### config.mk
export PLATFORM = sky130hd
export DESIGN_NAME = uart_cmd_frame_tx
export DESIGN_NICKNAME = d
export VERILOG_FILES = /design/src/rtl/uart_cmd_frame_tx.sv
export SDC_FILE = /design/constraint.sdc
export NUM_CORES = 1
export LEC_CHECK = 0
export CAP_MARGIN = 5
export CELL_PAD_IN_SITES_DETAIL_PLACEMENT = 0
export CELL_PAD_IN_SITES_GLOBAL_PLACEMENT = 1
export CORE_ASPECT_RATIO = 2
export CORE_MARGIN = 3
export CORE_UTILIZATION = 32
export DETAILED_ROUTE_END_ITERATION = 6
export PLACE_DENSITY = 0.65
export SLEW_MARGIN = 20
export SYNTH_ARGS = -nofsm -noshare
export SYNTH_HDL_FRONTEND = slang
export SYNTH_SLANG_ARGS = --single-unit
### constraint.sdc
create_clock -name clk -period 2.4 [get_ports clk]
set_input_delay 0.48 -clock clk [delete_from_list [all_inputs] [get_ports clk]]
set_output_delay 0.48 -clock clk [all_outputs]
set_load 0.01 [all_outputs]
### src/rtl/uart_cmd_frame_tx.sv
// Host-side UART command issuer: expands one accepted command into its frame
// byte sequence and serializes each byte as start / 8 data LSB-first / parity / stop.
module uart_cmd_frame_tx #(
    parameter int DATA_WIDTH   = 8,
    parameter int ADDR_WIDTH   = 4,
    parameter int CLKS_PER_BIT = 16,
    parameter int CNT_WIDTH    = 8
) (
    input  logic                  clk,
    input  logic                  rst,
    input  logic                  cmd_valid,
    output logic                  cmd_ready,
    input  logic [1:0]            cmd_type,
    input  logic [ADDR_WIDTH-1:0] cmd_addr,
    input  logic [DATA_WIDTH-1:0] cmd_data0,
    input  logic [DATA_WIDTH-1:0] cmd_data1,
    input  logic [3:0]            cmd_fun,
    input  logic                  par_en,
    input  logic                  par_typ,
    output logic                  tx_out,
    output logic                  busy,
    output logic                  byte_done,
    output logic                  cmd_done
);

    typedef enum logic [2:0] {
        S_IDLE,
        S_START,
        S_DATA,
        S_PARITY,
        S_STOP
    } state_t;

    typedef enum logic [1:0] {
        CMD_RF_WR   = 2'd0,
        CMD_RF_RD   = 2'd1,
        CMD_ALU_OP  = 2'd2,
        CMD_ALU_NOP = 2'd3
    } cmd_t;

    localparam logic [CNT_WIDTH-1:0] BIT_LAST = CNT_WIDTH'(CLKS_PER_BIT - 1);

    state_t                state, state_next;
    logic [CNT_WIDTH-1:0]  bit_cnt;
    logic [2:0]            bit_idx, bit_idx_next;
    logic [1:0]            byte_idx, last_idx;
    logic                  accept, bit_last, last_byte, tx_next;
    logic [DATA_WIDTH-1:0] cur_byte, addr_ext, fun_ext;

    cmd_t                  type_q;
    logic [ADDR_WIDTH-1:0] addr_q;
    logic [DATA_WIDTH-1:0] data0_q, data1_q;
    logic [3:0]            fun_q;
    logic                  par_en_q, par_typ_q;

    assign cmd_ready = (state == S_IDLE) & ~rst;
    assign accept    = cmd_valid & cmd_ready;
    assign bit_last  = (bit_cnt == BIT_LAST);
    assign last_byte = (byte_idx == last_idx);
    assign busy      = (state != S_IDLE);
    assign byte_done = (state == S_STOP) & bit_last;
    assign cmd_done  = byte_done & last_byte;
    assign addr_ext  = DATA_WIDTH'(addr_q);
    assign fun_ext   = DATA_WIDTH'(fun_q);

    // Frame byte selected by the latched command type and the current byte slot.
    always_comb begin
        // NOTE: every output of a combinational block gets a default first so no path infers a latch.
        cur_byte = '0;
        last_idx = 2'd1;
        case (type_q)
            CMD_RF_WR: begin
                last_idx = 2'd2;
                case (byte_idx)
                    2'd0:    cur_byte = DATA_WIDTH'(8'hAA);
                    2'd1:    cur_byte = addr_ext;
                    default: cur_byte = data0_q;
                endcase
            end
            CMD_RF_RD: begin
                cur_byte = (byte_idx == 2'd0) ? DATA_WIDTH'(8'hBB) : addr_ext;
            end
            CMD_ALU_OP: begin
                last_idx = 2'd3;
                case (byte_idx)
                    2'd0:    cur_byte = DATA_WIDTH'(8'hCC);
                    2'd1:    cur_byte = data0_q;
                    2'd2:    cur_byte = data1_q;
                    default: cur_byte = fun_ext;
                endcase
            end
            default: begin
                cur_byte = (byte_idx == 2'd0) ? DATA_WIDTH'(8'hDD) : fun_ext;
            end
        endcase
    end

    always_comb begin
        state_next   = state;
        bit_idx_next = bit_idx;
        case (state)
            S_IDLE:   if (accept) state_next = S_START;
            S_START:  if (bit_last) state_next = S_DATA;
            S_DATA: begin
                if (bit_last) begin
                    bit_idx_next = bit_idx + 3'd1;
                    if (bit_idx == 3'd7) state_next = par_en_q ? S_PARITY : S_STOP;
                end
            end
            S_PARITY: if (bit_last) state_next = S_STOP;
            S_STOP:   if (bit_last) state_next = last_byte ? S_IDLE : S_START;
            default:  state_next = S_IDLE;
        endcase

        // Line level is decoded from the next state so tx_out is a clean register.
        case (state_next)
            S_START:  tx_next = 1'b0;
            S_DATA:   tx_next = cur_byte[bit_idx_next];
            S_PARITY: tx_next = ^cur_byte ^ par_typ_q;
            default:  tx_next = 1'b1;
        endcase
    end

    always_ff @(posedge clk) begin
        // NOTE: sequential state uses non-blocking assignments so every register samples pre-edge values.
        if (rst) begin
            state    <= S_IDLE;
            bit_cnt  <= '0;
            bit_idx  <= '0;
            byte_idx <= '0;
            tx_out   <= 1'b1;
        end else begin
            state   <= state_next;
            tx_out  <= tx_next;
            bit_idx <= bit_idx_next;
            if (state == S_IDLE) bit_cnt <= '0;
            else                 bit_cnt <= bit_last ? '0 : bit_cnt + CNT_WIDTH'(1);
            if (accept) begin
                byte_idx <= '0;
                bit_idx  <= '0;
            end else if (byte_done && !last_byte) begin
                byte_idx <= byte_idx + 2'd1;
            end
        end
    end

    // NOTE: command holding registers are only read after an accept loads them, so they carry no reset.
    always_ff @(posedge clk) begin
        if (accept) begin
            type_q    <= cmd_t'(cmd_type);
            addr_q    <= cmd_addr;
            data0_q   <= cmd_data0;
            data1_q   <= cmd_data1;
            fun_q     <= cmd_fun;
            par_en_q  <= par_en;
            par_typ_q <= par_typ;
        end
    end

endmodule

After elaboration in Yosys (flattened, before gate mapping)
Index checks and enable logic that the tools add are counted.
{"block": "word_totals", "regBits": 45, "latch_bits": 0, "ramBits": 0, "rom_bits": 0, "mem_count": 0}
{"block": "classes", "n_addsub": 3, "mul": 0, "n_div": 0, "n_lt_le_gt_ge": 1, "eq_ne": 14, "n_shift": 0, "mux": 20, "bitwise": 6, "reduce_logical": 9}
{"op": "$pmux 8 s3", "n": 2}
{"op": "$mux 3", "n": 9}
{"op": "$mux 8", "n": 2}
{"op": "$pmux 8 s2", "n": 1}
{"op": "$pmux 3 s5", "n": 1}
{"op": "$eq 3x2->1 const B", "n": 4}
{"op": "$add 8x1->8 const B", "n": 1}
{"op": "$eq 8x4->1 const B", "n": 1}
{"op": "$reduce_xor 8->1", "n": 1}
{"op": "$eq 3x1->1 const B", "n": 2}
{"op": "$eq 3x3->1 const B", "n": 2}
{"op": "$and 1x1->1", "n": 4}
{"op": "$eq 2x1->1 const B", "n": 2}
{"op": "$eq 2x2->1 const B", "n": 2}
{"op": "$logic_not 2->1", "n": 2}
{"op": "$lt 3x4->1 const B", "n": 1}
{"op": "$pmux 2 s2", "n": 1}
{"op": "$add 3x1->3 const B", "n": 1}
{"op": "$bmux 1 s3", "n": 1}
{"op": "$logic_not 3->1", "n": 1}
{"op": "$pmux 1 s3", "n": 1}
{"op": "$reduce_bool 3->1", "n": 1}
{"op": "$reduce_or 3->1", "n": 1}
{"op": "$add 2x1->2 const B", "n": 1}
{"op": "7 further kinds", "n": 8}

Longest topological paths before layout
{"block": "depth", "ltp_word": 8, "depth_mapped": 12, "ltp_nobuf": 10}

Worst setup path before layout
OpenSTA, ideal clock, no wires.
{"block": "synth_path", "path_kind": "register to register", "startpoint": "register state[2]", "endpoint": "register tx_out", "setup_time_ns": 0.118, "arrival_ns": 2.439, "t_required_ns": 2.282, "setup_slack_ns": -0.157, "path_stages_with_launch": 9, "n_path_buf": 0, "path_cell_list": "dfxtp_1 or3_1 nor2_1 and2_1 or3_4 and2b_4 inv_1 o221ai_1 nor2_1"}
{"block": "synth_between", "elab_chain_cells": 7, "elab_cells_between_ends": 21}
{"element": "start, declared", "line_no": "43", "text": "state_t state, state_next;"}
{"element": "start signal, assigned", "line_no": "133", "text": "state <= state_next;"}
{"element": "$logic_not 3->1 *", "line_no": "56", "text": "assign cmd_ready = (state == S_IDLE) & ~rst;"}
{"element": "$and 1x1->1 *", "line_no": "56"}
{"element": "via cmd_ready", "line_no": "12", "text": "output logic cmd_ready,"}
{"element": "$and 1x1->1 *", "line_no": "57", "text": "assign accept = cmd_valid & cmd_ready;"}
{"element": "via accept", "line_no": "47", "text": "logic accept, bit_last, last_byte, tx_next;"}
{"element": "$mux 3 *", "line_no": "102", "text": "S_IDLE: if (accept) state_next = S_START;"}
{"element": "$pmux 3 s5 *", "line_no": "101", "text": "case (state)"}
{"element": "$eq 3x2->1 / $eq 3x1->1 (equally long branches)", "line_no": "116", "text": "case (state_next)"}
{"element": "$pmux 1 s3 *", "line_no": "116"}
{"element": "end signal, assigned", "line_no": "134", "text": "tx_out <= tx_next;"}
{"element": "end, declared", "line_no": "20", "text": "output logic tx_out,"}
The timed path passes the listed nets; every way through them passes the cells marked *. The select of a mux whose other input is x is not followed.
A chain may end at the register's enable or synchronous reset.

Final worst setup path
{"block": "layout_path", "startpoint": "register bit_cnt[5]", "endpoint": "register tx_out"}
{"block": "layout_between", "elab_chain_cells": 6, "elab_cells_between_ends": 14}
{"element": "start, declared", "line_no": "44", "text": "logic [CNT_WIDTH-1:0] bit_cnt;"}
{"element": "start signal, assigned", "line_no": "137", "text": "else bit_cnt <= bit_last ? '0 : bit_cnt + CNT_WIDTH'(1);"}
{"element": "$eq 8x4->1 *", "line_no": "58", "text": "assign bit_last = (bit_cnt == BIT_LAST);"}
{"element": "$mux 3", "line_no": "105", "text": "if (bit_last) begin"}
{"element": "$mux 3", "line_no": "101"}
{"element": "$bmux 1 s3", "line_no": "118", "text": "S_DATA: tx_next = cur_byte[bit_idx_next];"}
{"element": "$mux 1 (not written as such)", "line_no": "118"}
{"element": "$pmux 1 s3 *", "line_no": "116"}
Every way passes the cells marked *; elsewhere a longest branch is shown, timed or not. The select of a mux whose other input is x is not followed.

==> metrics.md <==
| Metric | Value |
|---|---|
| Net count, final | `approximately 330` |
| Syn Area/Cell | `~11 sq um` |
| P_leak | `~1.3 nW` |
| Met2 Use GR | `0.298` |
| Gr ovfl total | `0` |
| Vias per cell | `around 5.1` |
| Primary FF master, synth | `edfxtp_1` |
| Maximum vdd drop | `0.405 mV` |
| Filler Cell Count | `701` |
| Unrepaired setup endpoints after global routing | `yes` |
| Fin. Hold Viols | `0` |
| Post-DP HPWL | `between 4 and 5 mm` |
| Met1 global-route usage | `0.112` |
| Worst Tran Pin Value | `between 0.3 and 0.4 ns` |
| Synth top area share | `0.359` |
| Vias in the first global route | `~1900` |
| Global-route wire length before repair | `approximately 9 mm` |
| Largest cells by area after synthesis | `edfxtp_1 (36%), dfxtp_1 (15%), ha_1 (3.7%)` |
| Critical Path Start Type | `flip-flop` |
| Fin crit share | `0.984` |
| Yosys top cell by area | `edfxtp_1` |
| Ys async rst share | `0` |
| Syn nets | `between 200 and 300` |
| Final WL | `~5.5 mm` |
| Top-count cell post-synth | `edfxtp_1` |
| Min-Delay Path Class | `reg2reg` |
| Pwr Total | `about 1.8 mW` |
| CTS HTree Levels | `2` |
| GRT Util Overall | `0.141` |
| Largest net degree at the start of global routing | `29` |
| Clk slew on worst S/H paths | `~0.06 ns` |
| Seq/Total Area, Yosys | `0.504` |
| DRC viols | `0` |
| Crit. Startpoint | `bit_cnt[5]$_SDFF_PP0_` |
| Mapped Cells | `about 220` |
| Die Y | `between 100 and 150 microns` |
| PD cells | `about 530 mW/mm^2` |
| Clock sink count | `between 40 and 50` |
| Total inserted antenna cells | `0` |
| Register Area | `0.00118 sq mm` |
| Final ANT Viol Nets | `0` |
| CP Data Arrival Time | `approximately 2.6 ns` |
| Hold path startpoint | `bit_cnt[0]$_SDFF_PP0_` |
| Fin Setup TNS | `0 ns` |
| Area Growth Syn to Fin | `42.8%` |
| Hold buffers post-CTS | `0` |
| Worst-skew pair later-pin latency | `around 0.28 ns` |
| Clock skew | `0.00243 ns` |
| FF+latch count, synth | `45` |
| Number of synthesized flops with an enable pin | `28` |
| Largest buffer count on any clock path | `2` |
| Die area | `roughly 0.0085 sq mm` |
| Port Buffers | `35` |
| Num CTS Buffers | `5` |
| Max-slew violation count | `0` |
| Synth unique cells | `54` |
| Mapped cell area | `0.00234 sq mm` |
| Worst r2r src | `bit_cnt[5]$_SDFF_PP0_` |
| Outcome | `complete, no violations` |
| Multi-input logic area | `around 0.0012 sq mm` |
| Initial antenna violation count | `0` |
| Starting Density | `0.333` |
| YS warnings | `0` |
| Layout cells sized above 1 | `0.255` |
| Slew HR | `0.738` |
| Post-route insts no fill | `380` |
| Gpl congestion | `around 0.87` |
| Fmax | `423 MHz` |
| CTS tree | `built` |
| Synth cell count leaders | `edfxtp_1 (28), nor2_1 (22), nand2_1 (18)` |
| Num rows | `43` |
| Routed len/inst | `about 14 microns` |
| Die Wd | `about 67 microns` |
| CORE AREA | `0.00705 sq mm` |
| Vias | `around 1900` |
| Most used routing layer | `met2` |
| Top Ports | `36` |
| DR pass1 iterations | `4` |
| Crit path max fanout | `3` |
| # setup viols final | `0` |
| Starting DRT DRC Count | `60` |
| Met3 usage | `0.0281` |
| CTS root buf | `clkbuf_16` |
| MaxCap Viol Count | `0` |
| Placed instance count | `between 300 and 400` |
| Worst path required time | `around 2.6 ns` |
| Crit Path Category | `reg2reg` |
| CP endpoint kind | `flip-flop` |
| Min Tclk post-route | `roughly 2.4 ns` |
==> final timing paths <==
path	endpoint	slack, ns	cells past startpoint
setup / recovery	tx_out$_SDFF_PP1_	0.04	8
setup reg to reg	tx_out$_SDFF_PP1_	0.04	8
hold / removal	bit_cnt[0]$_SDFF_PP0_	0.46	1
hold reg to reg	bit_cnt[0]$_SDFF_PP0_	0.46	1
==> logic make-up (layout without fill, tap and decap cells) <==
family,Yosys count,count (layout),synth area share
simple gates,85,85,0.204
flops,45,45,0.504
mux,9,9,0.0390
xor+xnor,15,15,0.0592
compound gates,43,43,0.129
buf+inv,17,86,0.0277
fa+ha+maj,7,7,0.0374
==> metrics by stage <==
step	setup slack (ns)	utilization	area, sq um	hold slack, ns
after floorplan	0.0000242	-	2350	0.418
after global placement	-0.0109	0.425	2990	0.431
after detailed placement	-0.0348	0.425	2990	0.452
after CTS	-0.0218	0.454	3200	0.463
after global routing	-0.0836	0.475	3350	0.490
final	0.0373	0.475	3350	0.461
==> where the power goes <==
group | leakage [nW] | total (mW) | switching, mW | internal (mW)
Combinational | 0.770 | 0.160 | 0.0624 | 0.0980
Clock | 0.0808 | 0.754 | 0.266 | 0.489
Sequential | 0.399 | 0.869 | 0.0160 | 0.853
==> layout make-up <==
cell class              count  area share
multi-input cells         159       0.372
inverters                   8     0.00897
clock buffers               6      0.0385
clock inverters             2      0.0105
well taps                  90      0.0336
flip-flops and latches     45       0.353
repair buffers             70       0.183
==> critical path: stages (launching register included) <==
cell and delay, ns:
dfxtp_1 0.31, or4_4 0.57, nor4_4 0.27, buf_4 0.18, xor2_2 0.17, mux2_4 0.33
o311ai_4 0.23, o221ai_2 0.13, nor2_1 0.11
==> flip-flops by register name (all words and copies together), names as in the netlist <==
signal / count
state: 3
bit_idx: 3
data0_q: 8
byte_idx: 2
tx_out: 1
type_q: 2
par_typ_q: 1
data1_q: 8
addr_q: 4
fun_q: 4
bit_cnt: 8
par_en_q: 1
==> per-layer routing <==
layer  up-vias  part of all wire
li1        944                 -
met1       921              0.30
met2        43              0.63
met3        11             0.035
met4         0             0.027
met5         -                 0
==> layout by cell type, fill, tap and decap left out, types with 3 or more instances in the layout <==
cell             instances
dfxtp_1                 15
xor2_1                   3
mux2i_1                  8
nor2b_1                  7
xnor2_1                  7
xnor2_2                  3
buf_4                   35
nor2_1                  21
nand2_1                 18
o31ai_1                  3
clkdlybuf4s50_1         33
ha_1                     4
edfxtp_1                28
clkbuf_16                5
o21ai_0                  9
a21oi_1                  5
nand3_1                  7
inv_1                    8
==> timing repair <==
action | CTS | global route
gates resized for setup | 8 | 20
cloned | 0 | 0
pin swaps | 2 | 11
buffers inserted | 2 | 4
endpoints found under the setup margin | 4 | 3
No activity file was read; power rests on OpenSTA's default activity.
